[config.mk]
export PLATFORM = sky130hd
export DESIGN_NAME = sram_access_arbiter_flat
export DESIGN_NICKNAME = d
export VERILOG_FILES = /design/src/rtl/sram_arb_pkg.sv /design/src/rtl/sram_access_arbiter_if.sv /design/src/rtl/rr_arb2.sv /design/src/rtl/sram_access_arbiter.sv /design/src/flat_wrapper.sv
export SDC_FILE = /design/constraint.sdc
export NUM_CORES = 1
export LEC_CHECK = 0
export CAP_MARGIN = 0
export CORE_ASPECT_RATIO = 0.75
export CORE_MARGIN = 1
export CORE_UTILIZATION = 35
export CTS_BUF_LIST = sky130_fd_sc_hd__clkbuf_2
export CTS_CLUSTER_SIZE = 20
export DETAILED_ROUTE_END_ITERATION = 10
export PLACE_DENSITY = 0.8
export SETUP_SLACK_MARGIN = 0.15
export SLEW_MARGIN = 20
export SYNTH_ARGS = -nofsm -noshare
export SYNTH_HDL_FRONTEND = slang
export SYNTH_SLANG_ARGS = --single-unit
[constraint.sdc]
create_clock -name clk -period 2.7 [get_ports clk]
set_clock_uncertainty 0.2 [all_clocks]
set_input_delay 0.54 -clock clk [delete_from_list [all_inputs] [get_ports clk]]
set_output_delay 0.54 -clock clk [all_outputs]
set_load 0.02 [all_outputs]
[src/rtl/sram_arb_pkg.sv]
// Shared types and constants for the SRAM access arbiter: state encoding,
// default bus widths, controller write latency and a saturating-count helper.
package sram_arb_pkg;

  typedef enum logic [1:0] {
    ST_IDLE  = 2'd0,
    ST_WRITE = 2'd1,
    ST_TX    = 2'd2
  } arb_state_e;

  localparam int DEF_DATA_W      = 32;
  localparam int DEF_WR_ADDR_W   = 18;
  localparam int DEF_RD_ADDR_W   = 16;
  localparam int CTRL_WR_LATENCY = 5;
  localparam int STAT_W          = 16;

  function automatic logic [STAT_W-1:0] sat_inc(input logic [STAT_W-1:0] v);
    return (&v) ? v : v + STAT_W'(1);
  endfunction

endpackage

[src/rtl/sram_access_arbiter_if.sv]
// Arbiter <-> SRAM controller bus: read-out mode/address plus the write handshake.
// The arbiter is the master; the controller is the slave.
interface sram_access_arbiter_if
  import sram_arb_pkg::*;
#(
  parameter int DATA_W    = DEF_DATA_W,
  parameter int WR_ADDR_W = DEF_WR_ADDR_W,
  parameter int RD_ADDR_W = DEF_RD_ADDR_W
);
  logic                 tx_mode;
  logic [RD_ADDR_W-1:0] rd_addr;
  logic                 wr_valid;
  logic                 wr_ready;
  logic [WR_ADDR_W-1:0] wr_addr;
  logic [DATA_W-1:0]    wr_data;

  modport master (
    output tx_mode, rd_addr, wr_valid, wr_addr, wr_data,
    input  wr_ready
  );

  modport slave (
    input  tx_mode, rd_addr, wr_valid, wr_addr, wr_data,
    output wr_ready
  );
endinterface

[src/rtl/rr_arb2.sv]
// Two-requester round-robin picker. The registered pointer remembers which port
// was served last; it moves only when a grant is actually taken (advance).
module rr_arb2
  import sram_arb_pkg::*;
(
  input  logic       clk,
  input  logic       rst,
  input  logic [1:0] req,
  input  logic       advance,
  output logic [1:0] gnt
);
  // 1 means port 1 was served last, so the first contended grant goes to port 0
  logic last_q;

  always_comb begin
    gnt = req;
    if (req == 2'b11) begin
      gnt = last_q ? 2'b01 : 2'b10;
    end
  end

  always_ff @(posedge clk or posedge rst) begin
    if (rst) begin
      last_q <= 1'b1;
    end else if (advance && (|gnt)) begin
      last_q <= gnt[1];
    end
  end

endmodule

[src/rtl/sram_access_arbiter.sv]
// Shares the SRAM controller between two write clients and one streaming TX client.
// Optional statistics counters are built when SRAM_ARB_STATS_EN is defined.
module sram_access_arbiter
  import sram_arb_pkg::*;
#(
  parameter int DATA_W      = DEF_DATA_W,
  parameter int WR_ADDR_W   = DEF_WR_ADDR_W,
  parameter int RD_ADDR_W   = DEF_RD_ADDR_W,
  parameter int TX_PRIORITY = 1
) (
  input  logic                 clk,
  input  logic                 rst,
  input  logic                 w0_valid,
  output logic                 w0_ready,
  input  logic [WR_ADDR_W-1:0] w0_addr,
  input  logic [DATA_W-1:0]    w0_data,
  input  logic                 w1_valid,
  output logic                 w1_ready,
  input  logic [WR_ADDR_W-1:0] w1_addr,
  input  logic [DATA_W-1:0]    w1_data,
  input  logic                 tx_req,
  input  logic [RD_ADDR_W-1:0] tx_base,
  input  logic                 tx_step,
  output logic                 tx_active,
  output logic                 busy,
`ifdef SRAM_ARB_STATS_EN
  input  logic                 stat_clr,
  output logic [STAT_W-1:0]    stat_wr0_cnt,
  output logic [STAT_W-1:0]    stat_wr1_cnt,
  output logic [STAT_W-1:0]    stat_tx_cnt,
`endif
  sram_access_arbiter_if.master ctrl
);

  arb_state_e           state_q;
  logic                 tx_mode_q;
  logic                 wr_valid_q;
  logic [RD_ADDR_W-1:0] rd_addr_q;
  logic [WR_ADDR_W-1:0] wr_addr_q;
  logic [DATA_W-1:0]    wr_data_q;

  logic [1:0] wr_req;
  logic [1:0] gnt;
  logic       any_wr;
  logic       tx_pick;
  logic       wr_pick;

  assign wr_req  = {w1_valid, w0_valid};
  assign any_wr  = |wr_req;
  assign tx_pick = (state_q == ST_IDLE) && tx_req && ((TX_PRIORITY != 0) || !any_wr);
  // Ready is combinational, so keep it low while reset is held
  assign wr_pick = !rst && (state_q == ST_IDLE) && any_wr && !tx_pick;

  rr_arb2 u_rr (
    .clk     (clk),
    .rst     (rst),
    .req     (wr_req),
    .advance (wr_pick),
    .gnt     (gnt)
  );

  assign w0_ready  = wr_pick & gnt[0];
  assign w1_ready  = wr_pick & gnt[1];
  assign tx_active = tx_mode_q;
  assign busy      = (state_q != ST_IDLE);

  assign ctrl.tx_mode  = tx_mode_q;
  assign ctrl.rd_addr  = rd_addr_q;
  assign ctrl.wr_valid = wr_valid_q;
  assign ctrl.wr_addr  = wr_addr_q;
  assign ctrl.wr_data  = wr_data_q;

  always_ff @(posedge clk or posedge rst) begin
    if (rst) begin
      state_q    <= ST_IDLE;
      tx_mode_q  <= 1'b0;
      wr_valid_q <= 1'b0;
      rd_addr_q  <= '0;
      wr_addr_q  <= '0;
      wr_data_q  <= '0;
    end else begin
      unique case (state_q)
        ST_IDLE: begin
          if (tx_pick) begin
            state_q   <= ST_TX;
            tx_mode_q <= 1'b1;
            rd_addr_q <= tx_base;
          end else if (wr_pick) begin
            state_q    <= ST_WRITE;
            wr_valid_q <= 1'b1;
            wr_addr_q  <= gnt[1] ? w1_addr : w0_addr;
            wr_data_q  <= gnt[1] ? w1_data : w0_data;
          end
        end
        ST_WRITE: begin
          if (ctrl.wr_ready) begin
            state_q    <= ST_IDLE;
            wr_valid_q <= 1'b0;
          end
        end
        ST_TX: begin
          // Leaving TX takes precedence over a same-cycle step
          if (!tx_req) begin
            state_q   <= ST_IDLE;
            tx_mode_q <= 1'b0;
          end else if (tx_step) begin
            rd_addr_q <= rd_addr_q + RD_ADDR_W'(1);
          end
        end
        default: begin
          state_q <= ST_IDLE;
        end
      endcase
    end
  end

`ifdef SRAM_ARB_STATS_EN
  logic [2:0] stat_inc;
  assign stat_inc = {tx_pick && !rst, w1_ready, w0_ready};

  for (genvar gi = 0; gi < 3; gi++) begin : g_stat
    logic [STAT_W-1:0] cnt_q;
    logic [STAT_W-1:0] cnt_d;

    always_comb begin
      cnt_d = cnt_q;
      if (stat_clr) begin
        cnt_d = '0;
      end else if (stat_inc[gi]) begin
        cnt_d = sat_inc(cnt_q);
      end
    end

    always_ff @(posedge clk or posedge rst) begin
      if (rst) begin
        cnt_q <= '0;
      end else begin
        cnt_q <= cnt_d;
      end
    end
  end

  assign stat_wr0_cnt = g_stat[0].cnt_q;
  assign stat_wr1_cnt = g_stat[1].cnt_q;
  assign stat_tx_cnt  = g_stat[2].cnt_q;
`endif

endmodule
[src/flat_wrapper.sv]
// flat-port wrapper written by rule: the top's interface ports become plain ports
module sram_access_arbiter_flat import sram_arb_pkg::*;
#(
  parameter int DATA_W      = DEF_DATA_W,
  parameter int WR_ADDR_W   = DEF_WR_ADDR_W,
  parameter int RD_ADDR_W   = DEF_RD_ADDR_W,
  parameter int TX_PRIORITY = 1
)
  (clk, rst, w0_valid, w0_ready, w0_addr, w0_data, w1_valid, w1_ready, w1_addr, w1_data, tx_req, tx_base, tx_step, tx_active, busy, ctrl_tx_mode, ctrl_rd_addr, ctrl_wr_valid, ctrl_wr_addr, ctrl_wr_data, ctrl_wr_ready);
  sram_access_arbiter_if #(.DATA_W(DATA_W), .WR_ADDR_W(WR_ADDR_W), .RD_ADDR_W(RD_ADDR_W)) ctrl_i ();
  input  logic clk;
  input  logic rst;
  input  logic w0_valid;
  output logic w0_ready;
  input  logic [WR_ADDR_W-1:0] w0_addr;
  input  logic [DATA_W-1:0] w0_data;
  input  logic w1_valid;
  output logic w1_ready;
  input  logic [WR_ADDR_W-1:0] w1_addr;
  input  logic [DATA_W-1:0] w1_data;
  input  logic tx_req;
  input  logic [RD_ADDR_W-1:0] tx_base;
  input  logic tx_step;
  output logic tx_active;
  output logic busy;
  output wire logic [$bits(ctrl_i.tx_mode)-1:0] ctrl_tx_mode;
  output wire logic [$bits(ctrl_i.rd_addr)-1:0] ctrl_rd_addr;
  output wire logic [$bits(ctrl_i.wr_valid)-1:0] ctrl_wr_valid;
  output wire logic [$bits(ctrl_i.wr_addr)-1:0] ctrl_wr_addr;
  output wire logic [$bits(ctrl_i.wr_data)-1:0] ctrl_wr_data;
  input wire logic [$bits(ctrl_i.wr_ready)-1:0] ctrl_wr_ready;
  assign ctrl_tx_mode = ctrl_i.tx_mode;
  assign ctrl_rd_addr = ctrl_i.rd_addr;
  assign ctrl_wr_valid = ctrl_i.wr_valid;
  assign ctrl_wr_addr = ctrl_i.wr_addr;
  assign ctrl_wr_data = ctrl_i.wr_data;
  assign ctrl_i.wr_ready = ctrl_wr_ready;
  sram_access_arbiter #(.DATA_W(DATA_W), .WR_ADDR_W(WR_ADDR_W), .RD_ADDR_W(RD_ADDR_W), .TX_PRIORITY(TX_PRIORITY)) u_core (.clk(clk), .rst(rst), .w0_valid(w0_valid), .w0_ready(w0_ready), .w0_addr(w0_addr), .w0_data(w0_data), .w1_valid(w1_valid), .w1_ready(w1_ready), .w1_addr(w1_addr), .w1_data(w1_data), .tx_req(tx_req), .tx_base(tx_base), .tx_step(tx_step), .tx_active(tx_active), .busy(busy), .ctrl(ctrl_i));
endmodule
Yosys cells after proc, flatten, opt, wreduce, memory -nomap -nowiden
Cells that the tools add are included.
W data, S select, Z words.
Storage, ports and cells
  bits in registers: 71
  output and inout bits: 72
  word-level logic and storage cells: 60
Cells by class
  add/subtract/negate cells: 1
  equal/unequal tests: 11
  muxes and demuxes: 20
  bitwise logic cells: 3
  reduce and logical (&&, ||, !) cells: 18
Operators with widths (number)
  $mux W16: 3
  $mux W32: 1
  $pmux W16 S2: 1
  $mux W18: 1
  $add A16 B1 Y16 const B: 1
  $mux W2: 6
  $ne A2 B2 Y1 const B: 6
  $reduce_and A3 Y1: 3
  $reduce_and A4 Y1: 2
  $pmux W2 S3: 1
  $reduce_bool A2 Y1: 3
  $logic_and A1 B1 Y1: 5
  $mux W1: 5
  $eq A2 B2 Y1 const B: 2
  $pmux W1 S2: 2
  $reduce_or A2 Y1: 2
  $ne A3 B2 Y1 const B: 1
  $and A1 B1 Y1: 2
  $eq A2 B1 Y1 const B: 1
  $logic_not A1 Y1: 2
  $logic_not A2 Y1: 1
  $ne A2 B1 Y1 const B: 1
  $not A1 Y1: 1

Depth between registers and ports, before layout
Gate-level depths: netlist (run 1).
  depth in word-level cells: 7
  mapped depth: 6
  gate-level depth less buffers: 5

Hierarchy
A second synthesis (run 1) with hierarchy kept.
Second synthesis, totals
  cell total of the unflattened synthesis: 372
  area, all modules: 3548.4 um^2
By module, submodules not included
  sram_access_arbiter: instances 1, cells an instance 365, area an instance 3488.3 um^2, seq. area each 1751.7 um^2
  rr_arb2: instances 1, cells an instance 7, area an instance 60.1 um^2, seq. area each 26.3 um^2

Worst setup path after synthesis (run 1)
OpenSTA, ideal clock, no wires.
  path type: in2out
  start: input tx_req
  end: output w0_ready
  arrival: 1605 ps
  required time: 1960 ps
  slack: 355 ps
  stages on the path: 5
  path buffers: 2
  path through: nor4_1 o21ai_1 buf_2 buf_2 nor2_1
Between the ends
  word-level cells in the longest chain between the ends: 4
Ends and longest elaborated chain
  from (decl): RTL line flat_wrapper.sv:21  | input logic tx_req;
  $logic_and A1 B1 Y1: RTL line sram_access_arbiter.sv:50  | assign tx_pick = (state_q == ST_IDLE) && tx_req && ((TX_PRIORITY != 0) || !any_wr);
  $logic_not A1 Y1: RTL line sram_access_arbiter.sv:52  | assign wr_pick = !rst && (state_q == ST_IDLE) && any_wr && !tx_pick;
  $logic_and A1 B1 Y1: RTL line sram_access_arbiter.sv:52
  $and A1 B1 Y1: RTL line sram_access_arbiter.sv:62  | assign w0_ready = wr_pick & gnt[0];
  to (decl): RTL line flat_wrapper.sv:14  | output logic w0_ready;
Every way passes these cells.

Worst setup path in the final report (run 1)
  start: input tx_req
  end: output w1_ready
Between the ends
  word-level cells in the longest chain between the ends: 4
Ends and longest elaborated chain
  $logic_and A1 B1 Y1: RTL line sram_access_arbiter.sv:50
  $logic_not A1 Y1: RTL line sram_access_arbiter.sv:52
  $logic_and A1 B1 Y1: RTL line sram_access_arbiter.sv:52
  $and A1 B1 Y1: RTL line sram_access_arbiter.sv:63  | assign w1_ready = wr_pick & gnt[1];
  to (decl): RTL line flat_wrapper.sv:18  | output logic w1_ready;
Every way passes these cells.

==> flow_metrics.env, run 1 <==
export IMPL_dp_final_hpwl_um=7800
export IMPL_hp_class="flip-flop to flip-flop"
export IMPL_core_area_sq_mm=0.00981
export IMPL_gp_congestion=0.863
export IMPL_synth_area_leaders="dfrtp_1, mux2i_1, o21ai_0, nand2_1, buf_2"
export IMPL_wl_met3_um=799
export IMPL_crit_path_max_incr_delay_ns=0.44
export IMPL_synth_edf_count=0
export IMPL_slew_viol_final=0
export IMPL_synth_area_sq_mm=0.00358
export IMPL_top_layer_used="met4"
export IMPL_tightest_slew_ns=0.832
export IMPL_nFillCells=832
export IMPL_min_period_ns=2.54
export IMPL_startpoint="tx_req"
export IMPL_setup_violations_final=0
export IMPL_design_area_sq_mm=0.00588
export IMPL_rsz0062_at_grt="yes"
export IMPL_avgViaCountPerCell=5.02
export IMPL_setup_ws_ns=0.160
export IMPL_drc=0
export IMPL_critical_path_required_ns=1.96
export IMPL_synth_distinct_cells=49
export IMPL_root_buffer="clkbuf_2"
export IMPL_clockBufferDepth=2
export IMPL_async_reset_ff_share_pct=100
export IMPL_synthCells=371
export IMPL_yosysSeqAreaShare_pct=49.6
export IMPL_whs_ns=0.303
export IMPL_wl_per_cell_um=14.7
export IMPL_ys_dominant_reg_cell="dfrtp_1"
export IMPL_synthTopCellsByCount="dfrtp_1, nand2_1, o21ai_0, mux2i_1, buf_2"
export IMPL_power_density_mw_per_mm2=675
export IMPL_dpl_cell_area_sq_mm=0.00571
export IMPL_grt_max_degree=103
export IMPL_yosys_area_top_type_share_pct=48.9
export IMPL_clkTransAtPathRegs_ns=0.19
export IMPL_num_rows=31
export IMPL_finish_utilization_pct=59.9
export IMPL_tns_ns=0
export IMPL_io_pins=195
export IMPL_slew_headroom_pct=44.5
export IMPL_critPathBufInv=3
export IMPL_wl_met2_um=5040
export IMPL_drtAntennaViolNets=0
export IMPL_cp_top_family="buffers and inverters"
export IMPL_track_usage_pct=19.2
export IMPL_drv_cap=0
export IMPL_via_count=3536
export IMPL_dieArea_sq_mm=0.0107
export IMPL_dieWidth_um=119
export IMPL_crit_path_max_fanout=2
export IMPL_wl_met1_um=4290
export IMPL_dr_pass1_iters=4
export IMPL_cp_start_kind="input pin"
export IMPL_place_ws_ns=-0.319
export IMPL_multiInputGateArea_sq_mm=0.00168
export IMPL_grt_ovfl_total=0
export IMPL_seqCellArea_sq_mm=0.00178
export IMPL_status="finished, final reports clean"
export IMPL_fmax_ghz=0.394
export IMPL_synth_seq_cells=71
export IMPL_worstSetupPathType="input pin to output port"
export IMPL_cp_arrival_ns=1.80
export IMPL_p_leak_nw=2.57
export IMPL_synth_avg_cell_area_sq_um=9.66
export IMPL_grt_pass1_vias=3374
export IMPL_min_from="u_core.ctrl.wr_data[10]"
export IMPL_numCtsBuffers=9
export IMPL_syn_nets=495
export IMPL_grt_pass1_wl_um=16100
export IMPL_period_share_pct=94.1
export IMPL_routed_wl_um=10300
export IMPL_antenna_found_initial=0
export IMPL_io_buffers=194
export IMPL_clock_sinks=71
export IMPL_cp_slowest_cell="clkdlybuf4s50_1"
export IMPL_drtIter0Drc=219
export IMPL_cts_tree="yes"
export IMPL_antenna_cells=0
export IMPL_hold_viol=0
export IMPL_clk_latency_ns=0.50
export IMPL_fp_dieH_um=89.6
export IMPL_syn_to_final_growth_pct=64.0
export IMPL_synth_most_common_cell="dfrtp_1"
export IMPL_endpoint_kind="output port"
export IMPL_start_util_pct=36.5
export IMPL_ir_drop_uv=310
export IMPL_htreeDepth=3
export IMPL_r2r_start="u_core.ctrl.rd_addr[0]"
export IMPL_drive_above_1_share_pct=8.55
export IMPL_ys_warn_count=0
export IMPL_worstPathCellList="clkdlybuf4s50_1 -> nor4_2 -> buf_4 -> o21a_1 -> and2_4 -> buf_6"
export IMPL_nets=692
export IMPL_post_synth_top_area_cell="dfrtp_1"
## what timing repair did
action | in CTS | in global routing
setup endpoints to repair | 3 | 2
pin swaps | 0 | 1
resized for setup | 10 | 7
hold buffers | 0 | 1
buffers inserted | 0 | 2
endpoints found under the hold margin | 0 | 19
## cell families after synthesis
family          count (synthesis)  synth area share [%]
simple gates                  112                  14.9
compound gates                102                  16.3
flops                          71                  49.6
mux                            52                  14.5
buf+inv                        33                  4.40
fa+ha+maj                       1                 0.349
## final cells by class
class                      instances  share of cell area (%)
multi-input combinational        267                    28.6
timing repair buffer             212                    35.6
clock buffer                      11                   0.936
sequential                        71                    30.2
inverter                           7                   0.447
tap                              132                    2.81
clock inverter                     5                    1.40
## worst reg2reg max path: cells and delay by family (launching register included)
kind,cells,cell delay (ns)
AOI/OAI and AO/OA,2,0.46
adders and majority gates,1,0.24
DFF,1,0.49
and+or+nand+nor,2,0.61
## path summary, 6_finish.rpt
check,to,slack [ns],cells past startpoint
min in group asynchronous,u_core.ctrl.rd_addr[4],0.58,4
max in group asynchronous,u_core.u_rr.last_q,1.06,5
max,w1_ready,0.16,6
min,u_core.ctrl.wr_data[10],0.30,2
max reg2reg,u_core.ctrl.rd_addr[12],0.62,5
min reg2reg,u_core.ctrl.wr_data[10],0.30,2
## per-stage QoR
stage	cells	power, mW
after global placement	686	3.24
after floorplan	371	2.38
after global routing	705	4.21
after detailed placement	686	3.30
final	705	3.97
after CTS	702	4.00
## state kept, by name, summed over array words and instances (netlist names)
signal,flops
u_core.ctrl.rd_addr,16
u_core.ctrl.tx_mode,1
u_core.ctrl.wr_addr,18
u_core.ctrl.wr_data,32
u_core.ctrl.wr_valid,1
u_core.state_q,2
u_core.u_rr.last_q,1
## layer usage
layer | track usage [%] | vias to the layer above
li1 | - | 1714
met1 | 23.0 | 1657
met2 | 33.1 | 149
met3 | 6.63 | 16
met4 | 6.10 | 0
met5 | 0 | -
## power breakdown
part           switching (mW)  internal (mW)
combinational           0.859          0.858
sequential              0.216           1.34
clock                   0.381          0.317
## cells in the final DEF (no fill, tap or decap), types with 2 or more instances in the layout
cell / instances
a31oi_1: 2
and2_1: 2
o22ai_1: 2
a21oi_1: 13
clkbuf_2: 11
nor2b_1: 2
nor3_1: 2
o31ai_1: 3
bufinv_16: 2
inv_1: 6
nand2_1: 64
clkdlybuf4s50_1: 190
nor2_1: 11
dfrtp_1: 70
o22a_1: 2
o21a_1: 2
or4_1: 2
nand2b_1: 4
o21ai_0: 56
buf_4: 17
mux2i_1: 52
nor4_2: 2
o21ai_1: 8
nand4_1: 2
clkinv_4: 2
a21o_1: 2
nor4_1: 4
nand3_1: 7
Note: power is estimated with default switching activity, not from simulation.
==> run 2: changes to the inputs <==
--- a/config.mk
+++ b/config.mk
@@ -10,7 +10,7 @@
 export CORE_MARGIN = 1
 export CORE_UTILIZATION = 35
 export CTS_BUF_LIST = sky130_fd_sc_hd__clkbuf_2
-export CTS_CLUSTER_SIZE = 20
+export CTS_CLUSTER_SIZE = 30
 export DETAILED_ROUTE_END_ITERATION = 10
 export PLACE_DENSITY = 0.8
 export SETUP_SLACK_MARGIN = 0.15
==> constraint.sdc (replaced) <==
create_clock -name clk -period 2.9 [get_ports clk]
set_clock_uncertainty 0.2 [all_clocks]
set_input_delay 0.58 -clock clk [delete_from_list [all_inputs] [get_ports clk]]
set_output_delay 0.58 -clock clk [all_outputs]
set_load 0.02 [all_outputs]
==> flow_metrics.env, run 2 (same netlist as run 1, synthesis figures left out) <==
export IMPL_slew_viol_final=0
export IMPL_antenna_cells=0
export IMPL_p_leak_nw=2.56
export IMPL_rsz0062_at_grt="yes"
export IMPL_startpoint="tx_req"
export IMPL_via_count=3458
export IMPL_setup_violations_final=0
export IMPL_drive_above_1_share_pct=8.39
export IMPL_reg2reg_slack_ns=0.80
export IMPL_final_common_cell="clkdlybuf4s50_1"
export IMPL_nets=691
export IMPL_numCtsBuffers=9
export IMPL_cp_arrival_ns=1.90
export IMPL_cts_tree="yes"
export IMPL_dieWidth_um=119
export IMPL_drc=0
export IMPL_r2r_cells=5
export IMPL_root_buffer="clkbuf_2"
export IMPL_io_buffers=194
export IMPL_routed_wl_um=10200
export IMPL_start_util_pct=36.5
export IMPL_min_period_ns=2.68
export IMPL_period_share_pct=92.3
export IMPL_final_cells=704
export IMPL_antenna_found_initial=0
export IMPL_hold_viol=0
export IMPL_hp_class="flip-flop to flip-flop"
export IMPL_clkTransAtPathRegs_ns=0.18
export IMPL_wl_per_cell_um=14.5
export IMPL_tns_ns=0
export IMPL_drtIter0Drc=228
export IMPL_r2r_end="u_core.ctrl.rd_addr[14]"
export IMPL_postCtsHoldBufs=0
export IMPL_grt_pass1_vias=3249
export IMPL_dr_pass1_iters=4
export IMPL_ir_drop_uv=264
export IMPL_tightest_slew_ns=0.818
export IMPL_critical_path_required_ns=2.12
export IMPL_grt_ovfl_total=0
export IMPL_drtAntennaViolNets=0
export IMPL_core_area_sq_mm=0.00981
export IMPL_clockBufferDepth=2
export IMPL_grt_max_degree=103
export IMPL_clock_sinks=71
export IMPL_power_density_mw_per_mm2=638
export IMPL_whs_ns=0.301
export IMPL_cp_start_kind="input pin"
export IMPL_clk_latency_ns=0.49
export IMPL_slew_headroom_pct=45.4
export IMPL_dpl_cell_count=686
export IMPL_largest_reg_flops=32
export IMPL_r2r_start="u_core.ctrl.rd_addr[0]"
export IMPL_critPathCapture="w1_ready"
export IMPL_fmax_ghz=0.373
export IMPL_syn_to_final_growth_pct=64.7
export IMPL_worstSetupPathType="input pin to output port"
export IMPL_num_rows=31
export IMPL_avgViaCountPerCell=4.91
export IMPL_track_usage_pct=18.9
export IMPL_gp_congestion=0.812
export IMPL_dieArea_sq_mm=0.0107
export IMPL_grt_pass1_wl_um=15700
export IMPL_status="finished, final reports clean"
export IMPL_drv_cap=0
export IMPL_endpoint_kind="output port"
export IMPL_dp_final_hpwl_um=7830
export IMPL_io_pins=195
export IMPL_htreeDepth=3
export IMPL_fp_dieH_um=89.6
export IMPL_crit_path_max_fanout=2
export IMPL_layout_common_cells="clkdlybuf4s50_1, dfrtp_1, nand2_1, o21ai_0, mux2i_1"
## run 2: how the worst min path moves through the flow
stage | from | cells past startpoint | endpoint
after floorplan | u_core.u_rr.last_q | 1 | u_core.u_rr.last_q
after global placement | u_core.ctrl.wr_addr[17] | 2 | u_core.ctrl.wr_addr[17]
after detailed placement | u_core.ctrl.wr_data[6] | 2 | u_core.ctrl.wr_data[6]
after CTS | rst | 2 | u_core.ctrl.wr_addr[5]
after global routing | rst | 2 | u_core.ctrl.wr_addr[5]
final | u_core.ctrl.wr_addr[17] | 2 | u_core.ctrl.wr_addr[17]
## run 2: per-stage QoR
| stage | setup WS [ns] | total power, mW | area [sq um] | util, % |
|---|---|---|---|---|
| finish | 0.222 | 3.76 | 5900 | 60.2 |
| global route | 0.134 | 3.99 | 5900 | 60.2 |
| CTS | 0.163 | 3.80 | 5880 | 59.9 |
| detailed placement | -0.235 | 3.07 | 5720 | 58.3 |
| global placement | -0.206 | 3.02 | 5720 | 58.3 |
| floorplan | 0.325 | 2.22 | 3580 | - |
## run 2: cell type report
cell class                      count  area [sq um]
Inverter                            7          26.3
Tap cell                          132           165
Multi-Input combinational cell    267          1690
Sequential cell                    71          1780
Fill cell                         833          3910
Timing Repair Buffer              211          2090
Clock inverter                      7           111
Clock buffer                        9          45.0
## run 2: layer usage
metal	GRT usage [%]	up-vias	part of all wire, %
met5	0	-	0
met1	23.2	1601	42
met3	5.62	13	7.3
met4	7.48	0	1.6
met2	31.7	140	49
li1	-	1704	-
## run 2: worst max-delay path: stages
cell and delay, ns:
clkdlybuf4s50_1 0.47, nor4_4 0.24, buf_4 0.18, o21a_1 0.14, and2_4 0.15, buf_4 0.13
## run 2: where the power goes
part           leakage [nW]  internal, mW  total (mW)  switching, mW
clock                0.0909         0.367       0.720          0.354
combinational          1.61         0.804        1.60          0.793
sequential            0.862          1.24        1.45          0.203
## run 2: timing repair
action,4_1_cts,5_1_grt
cloned,0,0
pin swaps,0,0
endpoints found under the hold margin,0,0
endpoints found under the setup margin,2,2
setup buffers,0,2
resized for setup,9,5
==> run 3: changes to the inputs <==
--- a/config.mk
+++ b/config.mk
@@ -5,7 +5,6 @@
 export SDC_FILE = /design/constraint.sdc
 export NUM_CORES = 1
 export LEC_CHECK = 0
-export CAP_MARGIN = 0
 export CORE_ASPECT_RATIO = 0.75
 export CORE_MARGIN = 1
 export CORE_UTILIZATION = 35
==> results of run 3 <==
The final DEF is identical to that of run 2; final timing and power are the same.
==> edit: new RTL, config.mk and constraints of run 3 <==
The 3 states of `arb_state_e` get a one-hot encoding in 3 bits.
--- a/src/rtl/sram_arb_pkg.sv
+++ b/src/rtl/sram_arb_pkg.sv
@@ -3,8 +3,8 @@
 package sram_arb_pkg;
 
-  typedef enum logic [1:0] {
-    ST_IDLE  = 2'd0,
-    ST_WRITE = 2'd1,
-    ST_TX    = 2'd2
+  typedef enum logic [2:0] {
+    ST_IDLE  = 3'b001,
+    ST_WRITE = 3'b010,
+    ST_TX    = 3'b100
   } arb_state_e;
 
Function: same outputs for any inputs over 4 cycles, from zero or initial values and one cycle with rst high; so few cycles prove little.
==> edit against run 3 <==
Sequential cell count grew 1; critical path type unchanged; final area is 0.93% higher; synthesized area rose by 3.3%; total power up 46%; worst setup slack worse by 140 ps; fmax fell by 5.0%; register-to-register slack worse by 300 ps; wire length up 3.9%.
==> edit: results (changes against run 3) <==
| Metric | Value |
|---|---|
| Outcome | finished clean (unchanged) |
| Cts bufs inserted | 9 (unchanged) |
| Final RePlAce weighted congestion | 0.9019 (was 0.8118) |
| Ranking of synthesized cells by area | dfrtp_1, mux2i_1, a21oi_1 (was dfrtp_1, mux2i_1, o21ai_0) |
| Crit. Startpoint | w0_valid (was tx_req) |
| Ys Warns | 0 (unchanged) |
| Worst path arrival time | 2040 ps (was 1900 ps) |
| Final HPWL DP | 7.978 mm (was 7.825 mm) |
| DR WL/cell | 14.91 um (was 14.51 um) |
| Setup ws final | 81.10 ps (was 222.5 ps) |
| Max VDD drop | 0.4143 mV (was 0.2642 mV) |
| First-pass GRT wire length | 16.42 mm (was 15.67 mm) |
| WHS | 338.1 ps (was 300.5 ps) |
| Synth Instances | 379 (was 371) |
| Ratio of cells with drive above 1 in the final layout | 9.896% (was 8.392%) |
| Max FO, Critical Path | 52 (was 2) |
| Placed inst area | 5794 sq um (was 5720 sq um) |
| Leakage | 0.002430 uW (was 0.002562 uW) |
| Vias in the first global route | 3424 (was 3249) |
| Final WL | 10.61 mm (was 10.22 mm) |
| Hold endpoint | u_core.ctrl.wr_data[0]$_DFFE_PP0P_ (was u_core.ctrl.wr_addr[17]$_DFFE_PP0P_) |
| Sequential area share after synthesis | 48.72% (was 49.60%) |
| Register-to-register setup slack | 500 ps (was 800 ps) |
| RR Endpoint | u_core.u_rr.last_q$_DFFE_PP1P_ (was u_core.ctrl.rd_addr[14]$_DFFE_PP0P_) |
| Layout net count | 695 (was 691) |
| Total GRT Usage | 19.33% (was 18.87%) |
| Placed insts | 692 (was 686) |
| DP Worst Slack | 24.93 ps (was -235.3 ps) |
| Syn nets | 503 (was 495) |
| Psw | 2289 uW (was 1350 uW) |
| Slowest stage delay, CP | 430 ps (was 470 ps) |
| Hold_sp | u_core.ctrl.wr_data[0]$_DFFE_PP0P_ (was u_core.ctrl.wr_addr[17]$_DFFE_PP0P_) |
| Vias per std cell | 5.017 (was 4.912) |
| Reg2reg path depth | 6 (was 5) |
| Reg2reg start | u_core.state_q[0]$_DFFE_PP1P_ (was u_core.ctrl.rd_addr[0]$_DFFE_PP0P_) |
| Starting DRT DRC Count | 169 (was 228) |
-- edit: cell types whose count changed in the layout (fill, tap and decap cells not counted), sizes merged, moves of 4 or more --
cell / change
a21oi: +55
clkbuf: +4
o31ai: -4
a2bb2oi: +7
o21ai: -52
nor2: +44
nand2: -48
o22ai: +7
-- edit: timing repair --
action	CTS	global route
buffers inserted	2	2
gates resized for setup	13	5
endpoints found under the setup margin	3	3
endpoints found under the hold margin	0	0
pin swaps	1	2
-- edit: final cells by class --
class	instances	area (sq um)
clock buffer	13	65.06
inverter	6	22.52
clock inverter	3	42.54
tap	136	170.2
timing repair buffer	211	2111
fill	884	4332
multi-input combinational	271	1743
sequential	72	1804
-- edit: per-layer routing --
layer  vias to the layer above  track usage [%]  part of all wire (%)
li1                       1734                -                     -
met1                      1668            23.12                    42
met2                       151            32.38                    49
met3                        19            5.842                   7.6
met4                         0            7.819                   2.1
met5                         -                0                     0
-- edit: kinds of logic after synthesis --
family	Yosys count	synth area share (%)
AO/OA/AOI/OAI	112	18.31
adder cells (fa/ha/maj)	1	0.3378
multiplexers	51	13.82
buffers and inverters	36	5.067
AND/OR/NAND/NOR	107	13.75
flip-flops	72	48.72
-- edit: power groups by stage --
stage | Combinational (uW) | Clock (uW) | Sequential, uW
2_1_floorplan | 1080 | 0 | 2390
3_3_place_gp | 2960 | 0 | 1860
3_5_place_dp | 3030 | 0 | 1900
4_1_cts | 3080 | 577 | 1860
5_1_grt | 3310 | 621 | 1930
6_report | 3090 | 544 | 1870
-- edit: tightest hold or removal path: stages (launching register included) --
cell and delay (ps):
dfrtp_1 380, nor2_1 50, a21oi_2 80
